## src/rtl/hdmi_audio_pkg.sv

```systemverilog
// Shared constants for the HDMI data-island audio receive path: packet types,
// header/subpacket bit positions and the IEC 60958 block-sync state encoding.
package hdmi_audio_pkg;

    localparam logic [7:0] PKT_ACR          = 8'h01;
    localparam logic [7:0] PKT_AUDIO_SAMPLE = 8'h02;

    // Header bits: HB2[4] = block start, HB1[4] = layout, HB1[0] = subpacket 0 present
    localparam int HDR_B_BIT       = 20;
    localparam int HDR_LAYOUT_BIT  = 12;
    localparam int HDR_PRESENT_BIT = 8;

    // Sample subpacket: 24-bit word per channel, then {P,C,U,V} nibble per channel
    localparam int SP_WORD_W    = 24;
    localparam int SP_FLAG_BASE = 48;
    localparam int SP_FLAG_W    = 4;
    localparam int SP_C_L       = 50;
    localparam int SP_C_R       = 54;

    typedef enum logic {
        UNLOCKED = 1'b0,
        LOCKED   = 1'b1
    } sync_state_e;

    function automatic logic [19:0] acr_n(input logic [55:0] sp);
        return {sp[35:32], sp[47:40], sp[55:48]};
    endfunction

    function automatic logic [19:0] acr_cts(input logic [55:0] sp);
        return {sp[11:8], sp[23:16], sp[31:24]};
    endfunction

endpackage

```

## src/rtl/channel_status_collector.sv

```systemverilog
// Assembles per-frame C bits into two IEC 60958 channel-status blocks, tracking
// block alignment from the B flag and committing each complete block at once.
module channel_status_collector
    import hdmi_audio_pkg::*;
#(
    parameter int LEN = 192
) (
    input  logic           clk,
    input  logic           srst,
    input  logic           strobe_i,
    input  logic           b_i,
    input  logic           c_l_i,
    input  logic           c_r_i,
    output logic [LEN-1:0] cs_left_o,
    output logic [LEN-1:0] cs_right_o,
    output logic           cs_valid_o,
    output logic           locked_o,
    output logic           sync_error_o
);

    localparam int CW = $clog2(LEN);
    localparam logic [CW-1:0] LAST = CW'(LEN - 1);

    sync_state_e    state_q;
    logic [CW-1:0]  cnt_q;
    logic [LEN-1:0] shadow_l_q, shadow_r_q;
    logic [LEN-1:0] cs_left_q, cs_right_q;
    logic           cs_valid_q, sync_error_q;
    logic [LEN-1:0] commit_l_d, commit_r_d;

    // The final frame's C bit is merged on the fly so the block commits in the same edge
    always_comb begin
        commit_l_d       = shadow_l_q;
        commit_r_d       = shadow_r_q;
        commit_l_d[LAST] = c_l_i;
        commit_r_d[LAST] = c_r_i;
    end

    always_ff @(posedge clk) begin
        if (srst) begin
            state_q      <= UNLOCKED;
            cnt_q        <= '0;
            shadow_l_q   <= '0;
            shadow_r_q   <= '0;
            cs_left_q    <= '0;
            cs_right_q   <= '0;
            cs_valid_q   <= 1'b0;
            sync_error_q <= 1'b0;
        end else begin
            cs_valid_q   <= 1'b0;
            sync_error_q <= 1'b0;
            if (strobe_i) begin
                case (state_q)
                    UNLOCKED: begin
                        if (b_i) begin
                            state_q       <= LOCKED;
                            cnt_q         <= CW'(1);
                            shadow_l_q[0] <= c_l_i;
                            shadow_r_q[0] <= c_r_i;
                        end
                    end
                    LOCKED: begin
                        if (b_i) begin
                            // A B flag mid-block means we lost alignment; restart on it
                            sync_error_q  <= (cnt_q != '0);
                            cnt_q         <= CW'(1);
                            shadow_l_q[0] <= c_l_i;
                            shadow_r_q[0] <= c_r_i;
                        end else if (cnt_q == '0) begin
                            sync_error_q <= 1'b1;
                            state_q      <= UNLOCKED;
                        end else begin
                            shadow_l_q[cnt_q] <= c_l_i;
                            shadow_r_q[cnt_q] <= c_r_i;
                            if (cnt_q == LAST) begin
                                cs_left_q  <= commit_l_d;
                                cs_right_q <= commit_r_d;
                                cs_valid_q <= 1'b1;
                                cnt_q      <= '0;
                            end else begin
                                cnt_q <= cnt_q + CW'(1);
                            end
                        end
                    end
                endcase
            end
        end
    end

    assign cs_left_o    = cs_left_q;
    assign cs_right_o   = cs_right_q;
    assign cs_valid_o   = cs_valid_q;
    assign locked_o     = (state_q == LOCKED);
    assign sync_error_o = sync_error_q;

endmodule

```

## src/rtl/audio_packet_decoder.sv

```systemverilog
// Parses ACR and 2-channel audio sample data-island packets into N/CTS, a
// handshaked sample register and the recovered channel-status blocks.
module audio_packet_decoder
    import hdmi_audio_pkg::*;
#(
    parameter int CHANNEL_STATUS_LENGTH = 192,
    parameter bit DROP_ON_PARITY_ERROR  = 1'b1
) (
    input  logic                             clk_pixel,
    input  logic                             reset,
    input  logic                             packet_valid,
    input  logic [23:0]                      header,
    input  logic [3:0][55:0]                 sub,
    output logic                             sample_valid,
    input  logic                             sample_ready,
    output logic [1:0][23:0]                 audio_sample_word,
    output logic [1:0]                       valid_bit,
    output logic [1:0]                       user_data_bit,
    output logic [1:0]                       parity_error,
    output logic                             sample_overflow,
    output logic [CHANNEL_STATUS_LENGTH-1:0] channel_status_left,
    output logic [CHANNEL_STATUS_LENGTH-1:0] channel_status_right,
    output logic                             channel_status_valid,
    output logic                             locked,
    output logic                             sync_error,
    output logic [19:0]                      N,
    output logic [19:0]                      CTS,
    output logic                             acr_valid,
    output logic                             acr_error
);

    logic             is_acr, acr_consistent, is_sample, drop_parity, stall;
    logic [1:0][23:0] word_d;
    logic [1:0][3:0]  flags_d;
    logic [1:0]       perr_d;
    logic             unused_header;

    logic [1:0][23:0] word_q;
    logic [1:0]       v_q, u_q, perr_q;
    logic             sample_valid_q, overflow_q;
    logic [19:0]      n_q, cts_q;
    logic             acr_valid_q, acr_error_q;

    assign is_acr         = packet_valid && (header[7:0] == PKT_ACR);
    assign acr_consistent = (sub[1] == sub[0]) && (sub[2] == sub[0]) && (sub[3] == sub[0]);
    assign is_sample      = packet_valid && (header[7:0] == PKT_AUDIO_SAMPLE)
                            && !header[HDR_LAYOUT_BIT] && header[HDR_PRESENT_BIT];
    assign unused_header  = ^{header[23:21], header[19:13], header[11:9]};

    genvar gi;
    for (gi = 0; gi < 2; gi++) begin : g_chan
        assign word_d[gi]  = sub[0][gi*SP_WORD_W +: SP_WORD_W];
        assign flags_d[gi] = sub[0][SP_FLAG_BASE + gi*SP_FLAG_W +: SP_FLAG_W];
        assign perr_d[gi]  = ^{word_d[gi], flags_d[gi]};
    end

    assign drop_parity = DROP_ON_PARITY_ERROR && (|perr_d);
    assign stall       = sample_valid_q && !sample_ready;

    always_ff @(posedge clk_pixel) begin
        if (reset) begin
            word_q         <= '0;
            v_q            <= '0;
            u_q            <= '0;
            perr_q         <= '0;
            sample_valid_q <= 1'b0;
            overflow_q     <= 1'b0;
            n_q            <= '0;
            cts_q          <= '0;
            acr_valid_q    <= 1'b0;
            acr_error_q    <= 1'b0;
        end else begin
            acr_valid_q <= 1'b0;
            acr_error_q <= 1'b0;
            if (is_acr) begin
                if (acr_consistent) begin
                    n_q         <= acr_n(sub[0]);
                    cts_q       <= acr_cts(sub[0]);
                    acr_valid_q <= 1'b1;
                end else begin
                    acr_error_q <= 1'b1;
                end
            end

            if (sample_valid_q && sample_ready) begin
                sample_valid_q <= 1'b0;
            end
            // A parity-dropped sample still reports its error so the fault is visible
            if (is_sample) begin
                if (drop_parity) begin
                    perr_q <= perr_d;
                end else if (stall) begin
                    overflow_q <= 1'b1;
                end else begin
                    word_q         <= word_d;
                    v_q            <= {flags_d[1][0], flags_d[0][0]};
                    u_q            <= {flags_d[1][1], flags_d[0][1]};
                    perr_q         <= perr_d;
                    sample_valid_q <= 1'b1;
                end
            end
        end
    end

    channel_status_collector #(
        .LEN(CHANNEL_STATUS_LENGTH)
    ) u_csc (
        .clk          (clk_pixel),
        .srst         (reset),
        .strobe_i     (is_sample),
        .b_i          (header[HDR_B_BIT]),
        .c_l_i        (sub[0][SP_C_L]),
        .c_r_i        (sub[0][SP_C_R]),
        .cs_left_o    (channel_status_left),
        .cs_right_o   (channel_status_right),
        .cs_valid_o   (channel_status_valid),
        .locked_o     (locked),
        .sync_error_o (sync_error)
    );

    assign sample_valid      = sample_valid_q;
    assign audio_sample_word = word_q;
    assign valid_bit         = v_q;
    assign user_data_bit     = u_q;
    assign parity_error      = perr_q;
    assign sample_overflow   = overflow_q;
    assign N                 = n_q;
    assign CTS               = cts_q;
    assign acr_valid         = acr_valid_q;
    assign acr_error         = acr_error_q;

endmodule

```

## config.mk

```make
export PLATFORM = sky130hd
export DESIGN_NAME = audio_packet_decoder
export DESIGN_NICKNAME = d
export VERILOG_FILES = /design/src/rtl/hdmi_audio_pkg.sv /design/src/rtl/channel_status_collector.sv /design/src/rtl/audio_packet_decoder.sv
export SDC_FILE = /design/constraint.sdc
export NUM_CORES = 2
export LEC_CHECK = 0
export CORE_AREA = 5 5 286 288
export DETAILED_ROUTE_END_ITERATION = 8
export DIE_AREA = 0 0 291 293
export GPL_ROUTABILITY_DRIVEN = 0
export PLACE_DENSITY = 0.7
export SLEW_MARGIN = 20
export SYNTH_ARGS = -nofsm -noshare
export SYNTH_HDL_FRONTEND = slang
export SYNTH_SLANG_ARGS = --single-unit
```

## constraint.sdc

```tcl
create_clock -name clk_pixel -period 6.3 [get_ports clk_pixel]
set_input_delay 1.26 -clock clk_pixel [delete_from_list [all_inputs] [get_ports clk_pixel]]
set_output_delay 1.26 -clock clk_pixel [all_outputs]
set_load 0.005 [all_outputs]
```

After elaboration in Yosys (flattened, before gate mapping)
Cells that the tools add are included.
Storage, ports and cells
  register bits: 877
  input bits: 252
  output and inout bits: 485
  logic and storage cells: 98
Operators by class
  $add $sub $neg: 1
  order comparisons: 2
  equal/unequal tests: 9
  muxes and demuxes: 32
  bitwise operators: 7
  reduce and logical (&&, ||, !) cells: 26
Operators by type and width (number)
  bitwise mux 192 bit: 2
  == test 56 bit: 3
  XOR reduction 28 bit: 2
  2-to-1 mux 8 bit: 4
  2-to-1 mux 1 bit: 19
  case mux 8 bit (2 select lines): 1
  logical AND 1 bit: 9
  less-than comparator 8 x 9 -> 1 bit, second input constant: 1
  AND reduction 3 bit: 3
  adder 8 x 1 -> 8 bit, second input constant: 1
  demux 1 bit (select 8 bit): 1
  == test 8 x 1 -> 1 bit, second input constant: 1
  == test 8 x 2 -> 1 bit, second input constant: 1
  == test 8 bit, second input constant: 1
  >= comparator 8 x 1 -> 1 bit, second input constant: 1
  logical NOT 8 bit: 1
  nonzero test 8 bit: 1
  NOT 1 bit: 7
  case mux 1 bit (2 select lines): 3
  AND reduction 5 bit: 1
  OR reduction 5 bit: 1
  2-to-1 mux 2 bit: 2
  != test 2 bit, second input constant: 2
  AND reduction 2 bit: 2
  other kinds (5): 7

Logic depth before layout (Yosys ltp)
  depth in word-level cells: 8
  gate-level depth with buffers: 12
  mapped depth without buffers: 11

By module
Synthesis repeated with hierarchy kept, for this count alone.
Second synthesis, totals
  cells, all modules: 3888
  area total of the unflattened synthesis: 34536.9 um2
By module, submodules not included
  channel_status_collector: times used 1, cells an instance 3247, area each 28484.8 um2, seq. area each 15554.9 um2
  audio_packet_decoder: times used 1, cells an instance 641, area each 6052.1 um2, seq. area each 1961.9 um2

Least setup slack after synthesis
No wires, ideal clock.
  kind: input-to-reg
  from: input sub[20] (netlist name)
  to: register cts_q[1], in the netlist CTS[1]
  data arrival time: 3.242 ns
  required time: 6.172 ns
  slack: 2.930 ns
  cell stages on the path: 9
  path buffers: 2
  cell sequence: buf_2 xor2_1 a2111o_1 nor4_2 nand4_2 nor4_4 buf_6 mux2i_1 nor2_1
On the way
  cells in the longest elaborated chain, start to end: 4
RTL lines
  start: declaration: RTL line audio_packet_decoder.sv:13  | input logic [3:0][55:0] sub,
  == test 56 bit: RTL line audio_packet_decoder.sv:45  | assign acr_consistent = (sub[1] == sub[0]) && (sub[2] == sub[0]) && (sub[3] == sub[0]);
  logical AND 1 bit: RTL line audio_packet_decoder.sv:45
  logical AND 1 bit *: RTL line audio_packet_decoder.sv:45
  AND reduction 2 bit (no source line) *
  end signal: assignment: RTL line audio_packet_decoder.sv:78  | cts_q <= acr_cts(sub[0]);
  end: declaration: RTL line audio_packet_decoder.sv:41  | logic [19:0] n_q, cts_q;
Mark *: on every way between the ends. The rest lies on a longest branch, timed or not.
A chain may end at the register's enable or synchronous reset.

Final worst setup path
  from: input header[8]
  to: register u_csc.shadow_r_q[16]
On the way
  cells in the longest elaborated chain, start to end: 2
RTL lines
  start: declaration: RTL line audio_packet_decoder.sv:12  | input logic [23:0] header,
  logical AND 1 bit: RTL line audio_packet_decoder.sv:47  | && !header[HDR_LAYOUT_BIT] && header[HDR_PRESENT_BIT];
  AND reduction 4 bit (no source line)
  end signal: indexed assignment: RTL line channel_status_collector.sv:74  | shadow_r_q[cnt_q] <= c_r_i;
  end: declaration: RTL line channel_status_collector.sv:26  | logic [LEN-1:0] shadow_l_q, shadow_r_q;
Every way passes these cells.

==> qor.txt <==
==================================================================================
HPWL Detailed                                                            86,200 um
Maximum number of pins on one net before global-route repair                   220
Syn Area/Cell                                                             8.65 um2
Hold violation total from the final report                                       0
Launching instance or port of the critical path                          header[8]
Max-slew violation count                                                         0
Largest stage delay on the critical path                                   0.65 ns
TritonCTS clock tree                                                           yes
Part of the cycle the worst path needs                                       66.9%
Cell type with the largest total area after synthesis                      dfxtp_1
First-iteration detailed-routing DRC count                                   2,003
Transition time at the pin with the least slew margin                      1.15 ns
Number of warnings printed during yosys synthesis                                0
Post-DR wirelength/cell                                                    22.4 um
Layout fillers                                                               7,050
Setup slack on the worst flop-to-flop path                                 2.97 ns
Hold Crit Class                                                            reg2reg
Worst flop-to-flop path startpoint                                    u_csc.cnt_q[0]
Clock network latency to the later pin of the worst-skew pair              0.65 ns
Peak VDD IR                                                               0.307 mV
Y dimension of the die                                                      293 um
Power density over cell area                                            267 nW/um2
Async S/R FF share, synth                                                       0%
Root cell of the clock tree                                              clkbuf_16
Number of detailed-routing iterations run before antenna repair                  5
Netlist cell types                                                              48
Max H-tree Level                                                                 3
Count of unresolved DRC violations after routing                                 0
Maximum achievable frequency                                               237 MHz
Combined area of the multi-input logic cells                            15,100 um2
Summed instance area of the synthesized netlist                         33,900 um2
EDFF count, synth                                                                0
Max Clock Skew                                                           0.0288 ns
Count of placed standard cells including taps                                5,419
Synthesized instance count                                                   3,918
Critical path start-end classification                                      in2reg
Min Clock Period, post-route                                               4.21 ns
Storage element area                                                    17,500 um2
Clock transition at the registers of the reported paths                    0.06 ns
Share of synthesized area occupied by flip-flops and latches                 51.7%
Signed area change from the synthesized netlist to the final layout          32.5%
Final setup violation count                                                      0
Total wirelength of the detailed-routed design                          126,000 um
Net count of the mapped netlist                                              4,176
Antenna violations before repair                                                28
Number of standard cells in the layout, taps in and fillers out              5,617
Leading cell type in the layout, fill and taps excluded                    dfxtp_1
Critical Path Source Type                                                input pin
Sink Count                                                                     875
Global-route wire length before repair                                  182,000 um
X dimension of the die                                                      291 um
Flip-flop and latch count after synthesis                                      875
Cell area after placement                                               41,500 um2
Worst setup path end                                                  u_csc.shadow_r_q[16]
Die area                                                                85,300 um2
TritonCTS buffer count                                                          92
Worst Setup End Kind                                                          flop
Post-route cell area                                                    44,900 um2
Leakage power summed over all cells                                        14.5 nW
Number of cells on the worst reg-to-reg path                                     7
Commonest cells after routing, fill and taps aside                    dfxtp_1, nand2_1, clkdlybuf4s50_1, nor2_1, mux2i_1
Setup repair after global routing missed its margin                             no
Cell mode on critical path                                                  nor2_1
Routed via count                                                            28,900
Hold Worst Slack                                                          0.439 ns
Post-CTS Resized                                                                 0
Setup TNS after final layout                                                  0 ns
Starting Density                                                             43.1%
Crit path DAT                                                              4.72 ns
Hold_buf cts                                                                     0
Worst rel slew slack                                                         23.6%
Core area                                                               78,600 um2
Clock Tree Buf Depth                                                             3
Critical-path cell list                                               clkdlybuf4s50_1 -> nor4bb_1 -> and4_1 -> and3_1 -> nand3_1 -> nor2_1 -> mux2i_1 -> nor2_1
Via count of the first global-routing pass                                  27,600
Required time of the critical path                                         6.80 ns
Capture instance of the worst register-to-register path               u_csc.cs_right_o[165]
Fraction of final layout cells with drive strength greater than 1            4.50%
Primary flip-flop cell chosen by synthesis mapping                         dfxtp_1
Crit-path slowest cell                                                     nand3_1
# nets final                                                                 4,721
Maximum Capacitance Violations                                                   0
Proportion of netlist area held by the largest area contributor              51.7%
Top area cells in the synthesized netlist                             dfxtp_1, mux2i_1, nand2_1
Total Routing Usage GR                                                       27.9%
Number of placement rows                                                       103
Vias per cell                                                                 5.14
I/O Buffers                                                                    723
Max FO, Critical Path                                                           16
Run status                                                               completed
Post-CTS Setup Bufs                                                              0
Number of placed I/O pins                                                      737
Overall power of the completed layout                                      12.0 mW
Antenna-violating nets left                                                      0
Overflow left after global routing                                               0
==================================================================================
-- cells in the mapped netlist, types with 2 or more instances --
cell and count:
dfxtp_1 875, nand2_1 836, nor2_1 655, mux2i_1 441
a21oi_1 424, clkbuf_1 211, xnor2_1 137, buf_2 69
o21ai_0 36, xor2_1 34, nand4_1 24, nor3_1 20
and3_1 19, buf_1 16, nand3_1 13, nor4_1 13
nor2b_1 12, buf_6 10, inv_1 8, o22ai_1 7
and2_1 6, ha_1 6, o2111ai_1 5, xnor3_1 4
a2111o_1 3, and4_1 3, nand2b_1 3, o211ai_1 3
a22o_1 2, a31o_2 2, nand4b_1 2, nor4_2 2
or4_1 2
-- flip-flops by register name, summed over array words and instances, names as in the netlist, 2 cells and up --
register,count
CTS,20
N,20
audio_sample_word,48
parity_error,2
u_csc.cnt_q,8
u_csc.cs_left_o,192
u_csc.cs_right_o,192
u_csc.shadow_l_q,191
u_csc.shadow_r_q,191
user_data_bit,2
valid_bit,2
-- worst min path at each step --
stage	start	endpoint	slack (ns)	cells after the start
floorplan	u_csc.shadow_l_q[10]	u_csc.cs_left_o[10]	0.43	2
global placement	u_csc.cs_left_o[33]	u_csc.cs_left_o[33]	0.44	2
detailed placement	u_csc.cs_right_o[40]	u_csc.cs_right_o[40]	0.44	2
CTS	u_csc.shadow_r_q[187]	u_csc.cs_right_o[187]	0.44	2
global route	u_csc.shadow_r_q[187]	u_csc.cs_right_o[187]	0.46	2
finish	u_csc.shadow_l_q[168]	u_csc.cs_left_o[168]	0.44	2
-- kinds of logic after synthesis --
kind of cell | count (synthesis) | share of synthesized area [%]
AND/OR/NAND/NOR | 1619 | 18.9
flip-flops | 875 | 51.7
AO/OA/AOI/OAI | 487 | 7.45
multiplexers | 441 | 13.0
buffers and inverters | 315 | 3.98
XOR/XNOR | 175 | 4.69
adder cells (fa/ha/maj) | 6 | 0.222
-- report_power, final --
group / total [mW] / switching [mW] / leakage, nW / internal (mW)
clock: 5.80 / 2.33 / 1.59 / 3.46
combinational: 0.652 / 0.377 / 5.87 / 0.275
sequential: 5.53 / 0.000101 / 7.04 / 5.53
total: 12.0 / 2.71 / 14.5 / 9.27
-- cell type report --
class	count	share of cell area, %
diodes	29	0.162
clock buffers	125	5.83
clock inverters	44	1.46
inverters	8	0.0669
multi-input cells	2728	33.5
flip-flops and latches	875	39.0
well taps	1050	2.93
repair buffers	758	17.0
-- through the flow --
stage,utilization [%],setup WS (ns)
final,57.1,2.09
after global routing,57.1,1.91
after CTS,57.0,2.14
after detailed placement,52.8,1.47
after global placement,52.8,1.49
after floorplan,-,2.93
-- worst max-delay path: cells and delay by family --
kind | cells | cell delay, ns
AND/OR/NAND/NOR | 6 | 2.71
buffers and inverters | 1 | 0.47
multiplexers | 1 | 0.25
-- routing by layer --
metal	vias up	share of wire, %	global-route usage (%)	routed length [um]
met3	241	6.7	6.42	8430
met5	-	0	0	0
met2	957	49	47.6	61100
met4	0	6.2	15.8	7730
li1	13900	-	-	-
met1	13800	38	32.4	48300
(Power assumes the default switching activity.)
